File: src/rtl/uart_emu_chan.sv
// uart_emu_chan: full-duplex UART channel with first-word-fall-through TX/RX FIFOs and valid/ready streams.
// Define UART_EMU_PARITY_EN to add an even parity bit in both directions.
module uart_emu_chan #(
  parameter int DATA_BITS  = 8,
  parameter int BAUD_DIV   = 768,
  parameter int STOP_BITS  = 1,
  parameter int FIFO_DEPTH = 4
) (
  input  logic                 Clk,
  input  logic                 Rstn,
  output logic                 TX,
  input  logic                 RX,
  input  logic [DATA_BITS-1:0] tx_data,
  input  logic                 tx_valid,
  output logic                 tx_ready,
  output logic [DATA_BITS-1:0] rx_data,
  output logic                 rx_valid,
  input  logic                 rx_ready,
  output logic                 rx_frame_err,
  output logic                 rx_overrun,
  output logic                 rx_parity_err,
  output logic                 tx_busy
);
  localparam int AW = $clog2(FIFO_DEPTH);
  localparam int CW = $clog2(BAUD_DIV);
  localparam logic [CW-1:0] BIT_END  = CW'(BAUD_DIV - 1);
  localparam logic [CW-1:0] HALF_END = CW'(BAUD_DIV / 2 - 1);
  localparam logic [3:0]    DATA_END = 4'(DATA_BITS - 1);
  localparam logic [3:0]    STOP_END = 4'(STOP_BITS - 1);
  localparam logic [AW:0]   FULL_XOR = {1'b1, {AW{1'b0}}};
`ifdef UART_EMU_PARITY_EN
  typedef enum logic [2:0] {IDLE, START, DATA, PAR, STOP} state_t;
`else
  typedef enum logic [2:0] {IDLE, START, DATA, STOP} state_t;
`endif
  logic [DATA_BITS-1:0] r_tx_mem [FIFO_DEPTH];
  logic [DATA_BITS-1:0] r_rx_mem [FIFO_DEPTH];
  logic [AW:0]          r_tx_wp, r_tx_rp, r_rx_wp, r_rx_rp;
  state_t               r_tx_st, r_rx_st;
  logic [CW-1:0]        r_tx_cnt, r_rx_cnt;
  logic [3:0]           r_tx_bit, r_rx_bit;
  logic [DATA_BITS-1:0] r_tx_sh, r_rx_sh;
  logic                 r_tx, r_rx_s1, r_rx_s2, r_rx_s3, r_rx_fe, r_rx_ov;
  logic w_tx_empty, w_tx_full, w_tx_push, w_tx_pop, w_tx_bit_end;
  logic w_rx_empty, w_rx_full, w_rx_push, w_rx_pop, w_rx_bit_end, w_rx_half;
  logic w_rx_stop, w_rx_ok, w_rx_room, w_rx_perr;
  assign w_tx_empty   = r_tx_wp == r_tx_rp;
  assign w_tx_full    = (r_tx_wp ^ r_tx_rp) == FULL_XOR;
  assign w_tx_push    = tx_valid & ~w_tx_full;
  assign w_tx_bit_end = r_tx_cnt == BIT_END;
  // Pop on IDLE or at the end of the last stop bit, so queued characters go out back-to-back
  assign w_tx_pop     = ~w_tx_empty & (r_tx_st == IDLE |
                        (r_tx_st == STOP & w_tx_bit_end & r_tx_bit == STOP_END));
  assign w_rx_empty   = r_rx_wp == r_rx_rp;
  assign w_rx_full    = (r_rx_wp ^ r_rx_rp) == FULL_XOR;
  assign w_rx_pop     = rx_ready & ~w_rx_empty;
  assign w_rx_bit_end = r_rx_cnt == BIT_END;
  assign w_rx_half    = r_rx_cnt == HALF_END;
  assign w_rx_stop    = r_rx_st == STOP & w_rx_bit_end;
  assign w_rx_ok      = r_rx_s2 & ~w_rx_perr;
  assign w_rx_room    = ~w_rx_full | w_rx_pop;
  assign w_rx_push    = w_rx_stop & w_rx_ok & w_rx_room;
  assign TX           = r_tx;
  assign tx_ready     = ~w_tx_full;
  assign tx_busy      = r_tx_st != IDLE | ~w_tx_empty;
  assign rx_data      = r_rx_mem[r_rx_rp[AW-1:0]];
  assign rx_valid     = ~w_rx_empty;
  assign rx_frame_err = r_rx_fe;
  assign rx_overrun   = r_rx_ov;
`ifdef UART_EMU_PARITY_EN
  logic r_tx_par, r_rx_par, r_rx_pe;
  assign w_rx_perr     = ^{r_rx_sh, r_rx_par};
  assign rx_parity_err = r_rx_pe;
  always_ff @(posedge Clk or negedge Rstn)
    if (!Rstn) r_rx_pe <= 1'b0;
    else r_rx_pe <= w_rx_stop & w_rx_perr;
`else
  assign w_rx_perr     = 1'b0;
  assign rx_parity_err = 1'b0;
`endif
  always_ff @(posedge Clk) begin
    if (w_tx_push) r_tx_mem[r_tx_wp[AW-1:0]] <= tx_data;
    if (w_rx_push) r_rx_mem[r_rx_wp[AW-1:0]] <= r_rx_sh;
  end
  always_ff @(posedge Clk or negedge Rstn)
    if (!Rstn) begin
      r_tx_wp <= '0;
      r_tx_rp <= '0;
      r_rx_wp <= '0;
      r_rx_rp <= '0;
    end else begin
      r_tx_wp <= r_tx_wp + (AW+1)'(w_tx_push);
      r_tx_rp <= r_tx_rp + (AW+1)'(w_tx_pop);
      r_rx_wp <= r_rx_wp + (AW+1)'(w_rx_push);
      r_rx_rp <= r_rx_rp + (AW+1)'(w_rx_pop);
    end
  always_ff @(posedge Clk or negedge Rstn)
    if (!Rstn) begin
      r_tx_st  <= IDLE;
      r_tx_cnt <= '0;
      r_tx_bit <= '0;
      r_tx_sh  <= '0;
      r_tx     <= 1'b1;
`ifdef UART_EMU_PARITY_EN
      r_tx_par <= 1'b0;
`endif
    end else begin
      r_tx_cnt <= (r_tx_st == IDLE || w_tx_bit_end) ? '0 : r_tx_cnt + CW'(1);
      if (w_tx_pop) begin
        r_tx_st <= START;
        r_tx    <= 1'b0;
        r_tx_sh <= r_tx_mem[r_tx_rp[AW-1:0]];
`ifdef UART_EMU_PARITY_EN
        r_tx_par <= ^r_tx_mem[r_tx_rp[AW-1:0]];
`endif
      end else if (w_tx_bit_end)
        case (r_tx_st)
          START: begin
            r_tx_st  <= DATA;
            r_tx     <= r_tx_sh[0];
            r_tx_bit <= '0;
          end
          DATA:
            if (r_tx_bit == DATA_END) begin
              r_tx_bit <= '0;
`ifdef UART_EMU_PARITY_EN
              r_tx_st  <= PAR;
              r_tx     <= r_tx_par;
`else
              r_tx_st  <= STOP;
              r_tx     <= 1'b1;
`endif
            end else begin
              r_tx_bit <= r_tx_bit + 4'd1;
              r_tx     <= r_tx_sh[1];
              r_tx_sh  <= r_tx_sh >> 1;
            end
`ifdef UART_EMU_PARITY_EN
          PAR: begin
            r_tx_st  <= STOP;
            r_tx     <= 1'b1;
            r_tx_bit <= '0;
          end
`endif
          STOP:
            if (r_tx_bit == STOP_END) r_tx_st <= IDLE;
            else r_tx_bit <= r_tx_bit + 4'd1;
          default: r_tx_st <= IDLE;
        endcase
    end
  always_ff @(posedge Clk or negedge Rstn)
    if (!Rstn) begin
      r_rx_s1  <= 1'b1;
      r_rx_s2  <= 1'b1;
      r_rx_s3  <= 1'b1;
      r_rx_st  <= IDLE;
      r_rx_cnt <= '0;
      r_rx_bit <= '0;
      r_rx_sh  <= '0;
      r_rx_fe  <= 1'b0;
      r_rx_ov  <= 1'b0;
`ifdef UART_EMU_PARITY_EN
      r_rx_par <= 1'b0;
`endif
    end else begin
      r_rx_s1  <= RX;
      r_rx_s2  <= r_rx_s1;
      r_rx_s3  <= r_rx_s2;
      r_rx_fe  <= w_rx_stop & ~r_rx_s2;
      r_rx_ov  <= w_rx_stop & w_rx_ok & ~w_rx_room;
      r_rx_cnt <= (r_rx_st == IDLE || (r_rx_st == START ? w_rx_half : w_rx_bit_end)) ?
                  '0 : r_rx_cnt + CW'(1);
      case (r_rx_st)
        IDLE: if (r_rx_s3 & ~r_rx_s2) r_rx_st <= START;
        START:
          if (w_rx_half) begin
            r_rx_bit <= '0;
            r_rx_st  <= r_rx_s2 ? IDLE : DATA;
          end
        DATA:
          if (w_rx_bit_end) begin
            r_rx_sh  <= {r_rx_s2, r_rx_sh[DATA_BITS-1:1]};
            r_rx_bit <= r_rx_bit + 4'd1;
`ifdef UART_EMU_PARITY_EN
            r_rx_st  <= (r_rx_bit == DATA_END) ? PAR : DATA;
`else
            r_rx_st  <= (r_rx_bit == DATA_END) ? STOP : DATA;
`endif
          end
`ifdef UART_EMU_PARITY_EN
        PAR:
          if (w_rx_bit_end) begin
            r_rx_par <= r_rx_s2;
            r_rx_st  <= STOP;
          end
`endif
        STOP: if (w_rx_bit_end) r_rx_st <= IDLE;
        default: r_rx_st <= IDLE;
      endcase
    end
endmodule

File: config.mk
export PLATFORM = sky130hd
export DESIGN_NAME = uart_emu_chan
export DESIGN_NICKNAME = d
export VERILOG_FILES = /design/src/rtl/uart_emu_chan.sv
export SDC_FILE = /design/constraint.sdc
export NUM_CORES = 1
export LEC_CHECK = 0
export ABC_AREA = 1
export CORE_MARGIN = 5
export CORE_UTILIZATION = 35
export DETAILED_ROUTE_END_ITERATION = 10
export REMOVE_ABC_BUFFERS = 1
export SYNTH_ARGS = -nofsm -noshare
export SYNTH_HDL_FRONTEND = slang
export SYNTH_SLANG_ARGS = --single-unit
File: constraint.sdc
create_clock -name Clk -period 4 [get_ports Clk]
set_input_delay 0.8 -clock Clk [delete_from_list [all_inputs] [get_ports Clk]]
set_output_delay 0.8 -clock Clk [all_outputs]
set_load 0.005 [all_outputs]
==> metrics, run 1 <==
outcome finished clean; Die Width 140 um; prevailing post-synth register cell edfxtp_1; area of the multi-input gates ~1900 um2; count leader, synth nand2_1; cell count after synthesis 609; Finish-stage setup viols 0; post-synthesis cell type count 35; total CTS buffers 17; top cells by area, synth edfxtp_1 (32%), dfrtp_1 (26%), nand2_1 (9.7%); CTS tree yes; Finished Core Util a little over two fifths; crit path capture type output port; Initial Util 35.8%; fin nets slightly below 700; clk sink count 130; r2r setup slk between 1000 and 1500 ps; crit-path cells inv_1 -> o21ai_0 -> o22ai_1 -> clkdlybuf4s50_1; Hold Buf Count CTS 0; hpwl dp approximately 8.3 mm; fin. max-slew vios 0; Mapped Avg Cell Area roughly 10 um2; Crit path buffers/inverters 2; Worst Skew approximately 11 ps; detailed-route wire length approximately 12 mm; fill cell count between 1,500 and 2,000; final hold vios 0; clk slew on worst S/H paths about 60 ps; Global Route Usage Sum 12.6%; Worst path depth 4; initial antenna violation count 0; CP endpoint rx_data[7]; CTS root buffer clkbuf_16; share of cells above drive strength 1 under 10%; sequential element share of the synthesized area between 60% and 70%; Setup WS pre-CTS 1380 ps; R2R depth 6; Worst slew margin about 31%; pwr dens a little under 600 nW/um2; crit path from r_rx_rp[0]; H-tree depth 4; Worst Max-Slew Pin Slew 1020 ps; clk_lat worst skew 420 ps; Worst EP arrival between 2000 and 2500 ps; unrepaired setup endpoints after global routing no; Worst Slack Setup Final 969 ps; worst vdd ir about 0.00042 V; DRT iter0 DRCs around 290; Critical Path RT 3200 ps; CP top delay family buffers and inverters; die height about 140 um; # DRC 0; GPL Wtd Cong between 0.9 and 1; Reg2Reg Capture Point r_tx_mem[3][3]; average wire per standard cell 13.2 um; total gr overflow 0; worst flop-to-flop path startpoint r_tx_rp[0]; Synth top cells by count nand2_1 (154), inv_1 (81), edfxtp_1 (64); CP max FO 19; vias after detailed routing just over 4,000; largest net degree at the start of global routing 39; Max Cap Viol 0; CORE AREA about 17,000 um2; register area between 3000 and 4000 um2; fin crit period about 3000 ps; First-pass DRT Iterations 5; worst min path class flip-flop to flip-flop; Synth Warn # 0; Pleak approximately 3.3 nW; Crit path largest cell delay ~650 ps; antenna-violating nets left 0; final worst-path cycle share 75.8%; Port-buffer cells 26; Synth async-reset ratio between 50% and 60%; fmax 330 MHz; Synth top area share about 32%; Clock Path Buffers 2; via-per-instance ratio ~4.7; setup bufs post-CTS 0; overall die area around 20,000 um2; # diodes 0; post_cts resized 0; area grow syn2layout 17.3%; cell row count 47; Cell Area, Synth between 5000 and 6000 um2; CP Launch Type flip-flop; WS Path Type flip-flop to output port; Top Ports 28; Post-synth EDFFs 64; TNS Setup 0 ps; number of global-route vias before repair between 4,000 and 5,000; FF+latch count, synth 130; Yosys top cell by area edfxtp_1; global-route wire length before repair between 20 and 25 mm; Slowest-stage cell, CP dfrtp_1
cell usage in the layout, fill, tap and decap left out, drive strengths merged:
cell type      synthesis  final
or2                    3      3
nand4                 14     14
nand2                156    156
o22ai                 10     10
clkdlybuf4s50          0     25
edfxtp                64     64
nand3                 34     34
clkbuf                 2     18
nor2                  65     65
xor2                  15     15
clkinvlp               0      2
nor3                  11     11
xnor2                  1      1
nand3b                 1      1
ha                    18     18
nor2b                  1      1
o211ai                 1      1
dfstp                  4      4
dfrtp                 62     62
o21bai                 1      1
buf                   11      3
a21oi                  8      8
conb                   1      1
o21ai                 38     38
and3                   1      1
inv                   87     95
bufinv                 0      1
clkinv                 0      3
cells by family after synthesis:
group / Yosys count / synth area share [%]
AND/OR/NAND/NOR: 286 / 21.1
buffers and inverters: 100 / 7.13
XOR/XNOR: 16 / 2.36
adder cells (fa/ha/maj): 18 / 3.80
AO/OA/AOI/OAI: 58 / 5.25
flip-flops: 130 / 60.3
other: 1 / 0.0632
state kept, by name (all words and copies together), names as in the netlist, 3 cells and up:
register	count
r_rx_mem	32
r_tx_wp	3
r_tx_mem	32
r_rx_sh	8
r_tx_bit	4
r_tx_rp	3
r_rx_bit	4
r_tx_cnt	10
r_rx_cnt	10
r_rx_rp	3
r_rx_wp	3
r_tx_sh	8
cell type report:
cell class | count | area share [%]
Tap cell | 220 | 3.96
Clock buffer | 18 | 6.17
Sequential cell | 130 | 51.4
Clock inverter | 14 | 2.03
Inverter | 87 | 4.77
Timing Repair Buffer | 28 | 3.89
Multi-Input combinational cell | 379 | 27.7
metrics by stage:
step | instance area [um2] | power [mW] | instances | hold slack [ps]
finish | 6960 | 4.04 | 876 | 357
global route | 6960 | 4.30 | 876 | 364
CTS | 6960 | 4.07 | 876 | 357
detailed placement | 6380 | 2.58 | 844 | 349
global placement | 6380 | 2.54 | 844 | 347
floorplan | 5840 | 2.34 | 596 | 345
worst min-delay path by stage:
stage	cells after the start	end	start	slack (ps)
finish	0	r_rx_s2	r_rx_s1	360
global route	0	r_rx_s2	r_rx_s1	360
CTS	0	r_rx_s2	r_rx_s1	360
detailed placement	0	r_rx_s2	r_rx_s1	350
global placement	0	r_rx_s2	r_rx_s1	350
floorplan	0	r_rx_s2	r_rx_s1	350
worst register-to-register path, cell delays in order, from the launching register on:
cell	delay, ps
dfrtp_1	730
inv_4	170
nand2_1	120
nand2_1	120
nand4_1	140
nand2_1	150
nor3_1	810
metal layers:
layer / track usage, % / routed length, um / vias up
li1: - / - / 2048
met1: 16.2 / 5260 / 1991
met2: 20.7 / 5670 / 81
met3: 3.44 / 462 / 14
met4: 4.03 / 134 / 0
met5: 0 / 0 / -
where the power goes:
part           switching (mW)  internal, mW
combinational           0.508         0.259
clock                   0.602         0.872
sequential              0.174          1.62
Note: power is estimated with default switching activity, not from simulation.
==> inputs of run 2 (changes only) <==
clock period = 2.9 ns   (was 4 ns; I/O delays follow)
==> run 2 against run 1 <==
Net effect:
- count of clock-buffer cells in the layout increased by 1
- worst setup slack got worse by 700 ps
- total power is 44% higher
- flip-flop and latch count did not move
- cell area up 1.7%
- clock skew shrank 3.8 ps
- non-clock buffer count rose by 6
- global-route usage down 0.74 points
- first-iteration DRC count fell by 9.8%
- clock power is 54% higher
- critical endpoint is now rx_data[6]
==> metrics, run 2 (synthesis results as in run 1) <==
Finish-stage setup viols 0; Sw Ratio between 20% and 30%; global-route wire length before repair 18.9 mm; crit path capture type output port; unrepaired setup endpoints after global routing no; Initial Util between 30% and 40%; number of global-route vias before repair ~4,000; CP Launch Type flip-flop; Global Route Usage Sum 11.9%; CTS root buffer clkbuf_16; Pleak approximately 3.3 nW; Final Cell Area roughly 7100 um2; Critical Path RT about 2300 ps; overall die area ~20,000 um2; Top Ports 28; Finished Core Util a little over two fifths; fill cell count around 1,600; worst min path class input pin to async pin; # diodes 0; # DRC 0; Worst Max-Slew Pin Slew a little under 800 ps; area grow syn2layout 19.3%; total gr overflow 0; initial antenna violation count 0; area of the multi-input gates just under 2000 um2; clk_lat worst skew 410 ps; CORE AREA roughly 17,000 um2; Logic pwr share between 15 and 20%; worst vdd ir around 0.00047 V; most frequent cells in the layout nand2_1 (154), inv_1 (80), edfxtp_1 (64), nor2_1 (61), dfrtp_1 (60); First-pass DRT Iterations 4; detailed-route wire length 10.9 mm; Max Cap Viol 0; largest net degree at the start of global routing 36; top sig layer met4; outcome finished clean; WS Path Type flip-flop to output port; Placed Instances between 800 and 900; Routed met3 length ~430 um; hpwl dp between 7 and 8 mm; DRT iter0 DRCs approximately 260; die height roughly 140 um; cell row count 47; fin. max-slew vios 0; register area 3580 um2; clk slew on worst S/H paths roughly 60 ps; Worst slew margin 48.4%; fin cells 882; switching pwr 1.73 mW; commonest non-fill, non-tap cell in the layout nand2_1; Clk pwr share 39.1%; antenna-violating nets left 0; via-per-instance ratio ~4.7; share of cells above drive strength 1 about 9.8%; Worst EP arrival between 2000 and 2500 ps; Die Width 140 um; fin nets 680; final worst-path cycle share roughly nine tenths; total CTS buffers 17; vias after detailed routing ~4,000; routed length on met2 5.34 mm; average wire per standard cell about 12 um; Port-buffer cells 26; H-tree depth 4; final hold vios 0; Sequential Power Share 42.6%; Placed Area 6440 um2; internal cell power around 4 mW; Met1 Wirelength between 4 and 5 mm; clk sink count 130; pwr dens approximately 800 nW/um2; fin crit period about 2600 ps; fmax between 300 and 400 MHz; CTS tree yes; GPL Wtd Cong between 0.7 and 0.8; TNS Setup 0 ps; Worst Skew approximately 6.9 ps; CP max FO 19; Clock Path Buffers 2
==> run 2: cell types whose count changed in the layout (fill, tap and decap cells not counted), moves of 2 or more <==
cell | before | now
inv_6 | 8 | 5
bufinv_16 | 1 | 4
dfrtp_1 | 62 | 60
buf_4 | 2 | 7
clkinvlp_4 | 2 | 4
clkinv_4 | 3 | 1
dfrtp_2 | 0 | 2
==> run 2: layer usage <==
layer  global-route usage [%]  vias up
li1                         -     2064
met2                     19.2       78
met1                     14.9     1961
met5                        0        -
met3                     3.27       14
met4                     5.35        0
==> run 2: what timing repair did <==
action                                  4_1_cts  5_1_grt
hold endpoints to repair                      0        0
gates resized for setup                       0        3
hold buffers                                  0        0
buffers inserted                              0        0
endpoints found under the setup margin        0       10
==> run 2: final cells by class <==
| type | count | share of cell area [%] |
|---|---|---|
| Inverter | 87 | 4.74 |
| Tap cell | 220 | 3.89 |
| Timing Repair Buffer | 34 | 4.63 |
| Sequential cell | 130 | 50.6 |
| Clock inverter | 13 | 2.76 |
| Clock buffer | 19 | 6.12 |
| Multi-Input combinational cell | 379 | 27.3 |
==> run 2: path summary, 6_finish.rpt <==
check,from,to,slack (ps),depth (start not counted)
setup / recovery,r_rx_rp[0],rx_data[6],270,4
hold / removal,Rstn,r_tx_bit[0],250,1
setup reg to reg,r_rx_cnt[0],r_rx_mem[2][7],580,7
hold reg to reg,r_rx_s1,r_rx_s2,360,0
max in group asynchronous,Rstn,r_rx_rp[0],1990,2
min in group Clk,r_rx_s1,r_rx_s2,360,0
==> run 2: metrics by stage <==
step	total power, mW	setup WS (ps)	hold slack [ps]
2_1_floorplan	3.23	735	284
3_3_place_gp	3.53	574	348
3_5_place_dp	3.57	541	352
4_1_cts	5.87	72.7	269
5_1_grt	6.15	6.06	321
6_report	5.80	270	249
==> run 2: critical path: stages (launching register included) <==
cell and delay [ps]:
dfrtp_2 560, clkinvlp_4 310, o21ai_0 230, o22ai_1 90, clkdlybuf4s50_1 450
==> run 2: power groups by stage <==
| stage | clock [mW] | combinational [mW] | sequential, mW |
|---|---|---|---|
| after floorplan | 0 | 0.787 | 2.44 |
| after global placement | 0 | 1.04 | 2.49 |
| after detailed placement | 0 | 1.07 | 2.50 |
| after CTS | 2.32 | 1.08 | 2.47 |
| after global routing | 2.41 | 1.24 | 2.51 |
| final | 2.27 | 1.06 | 2.47 |
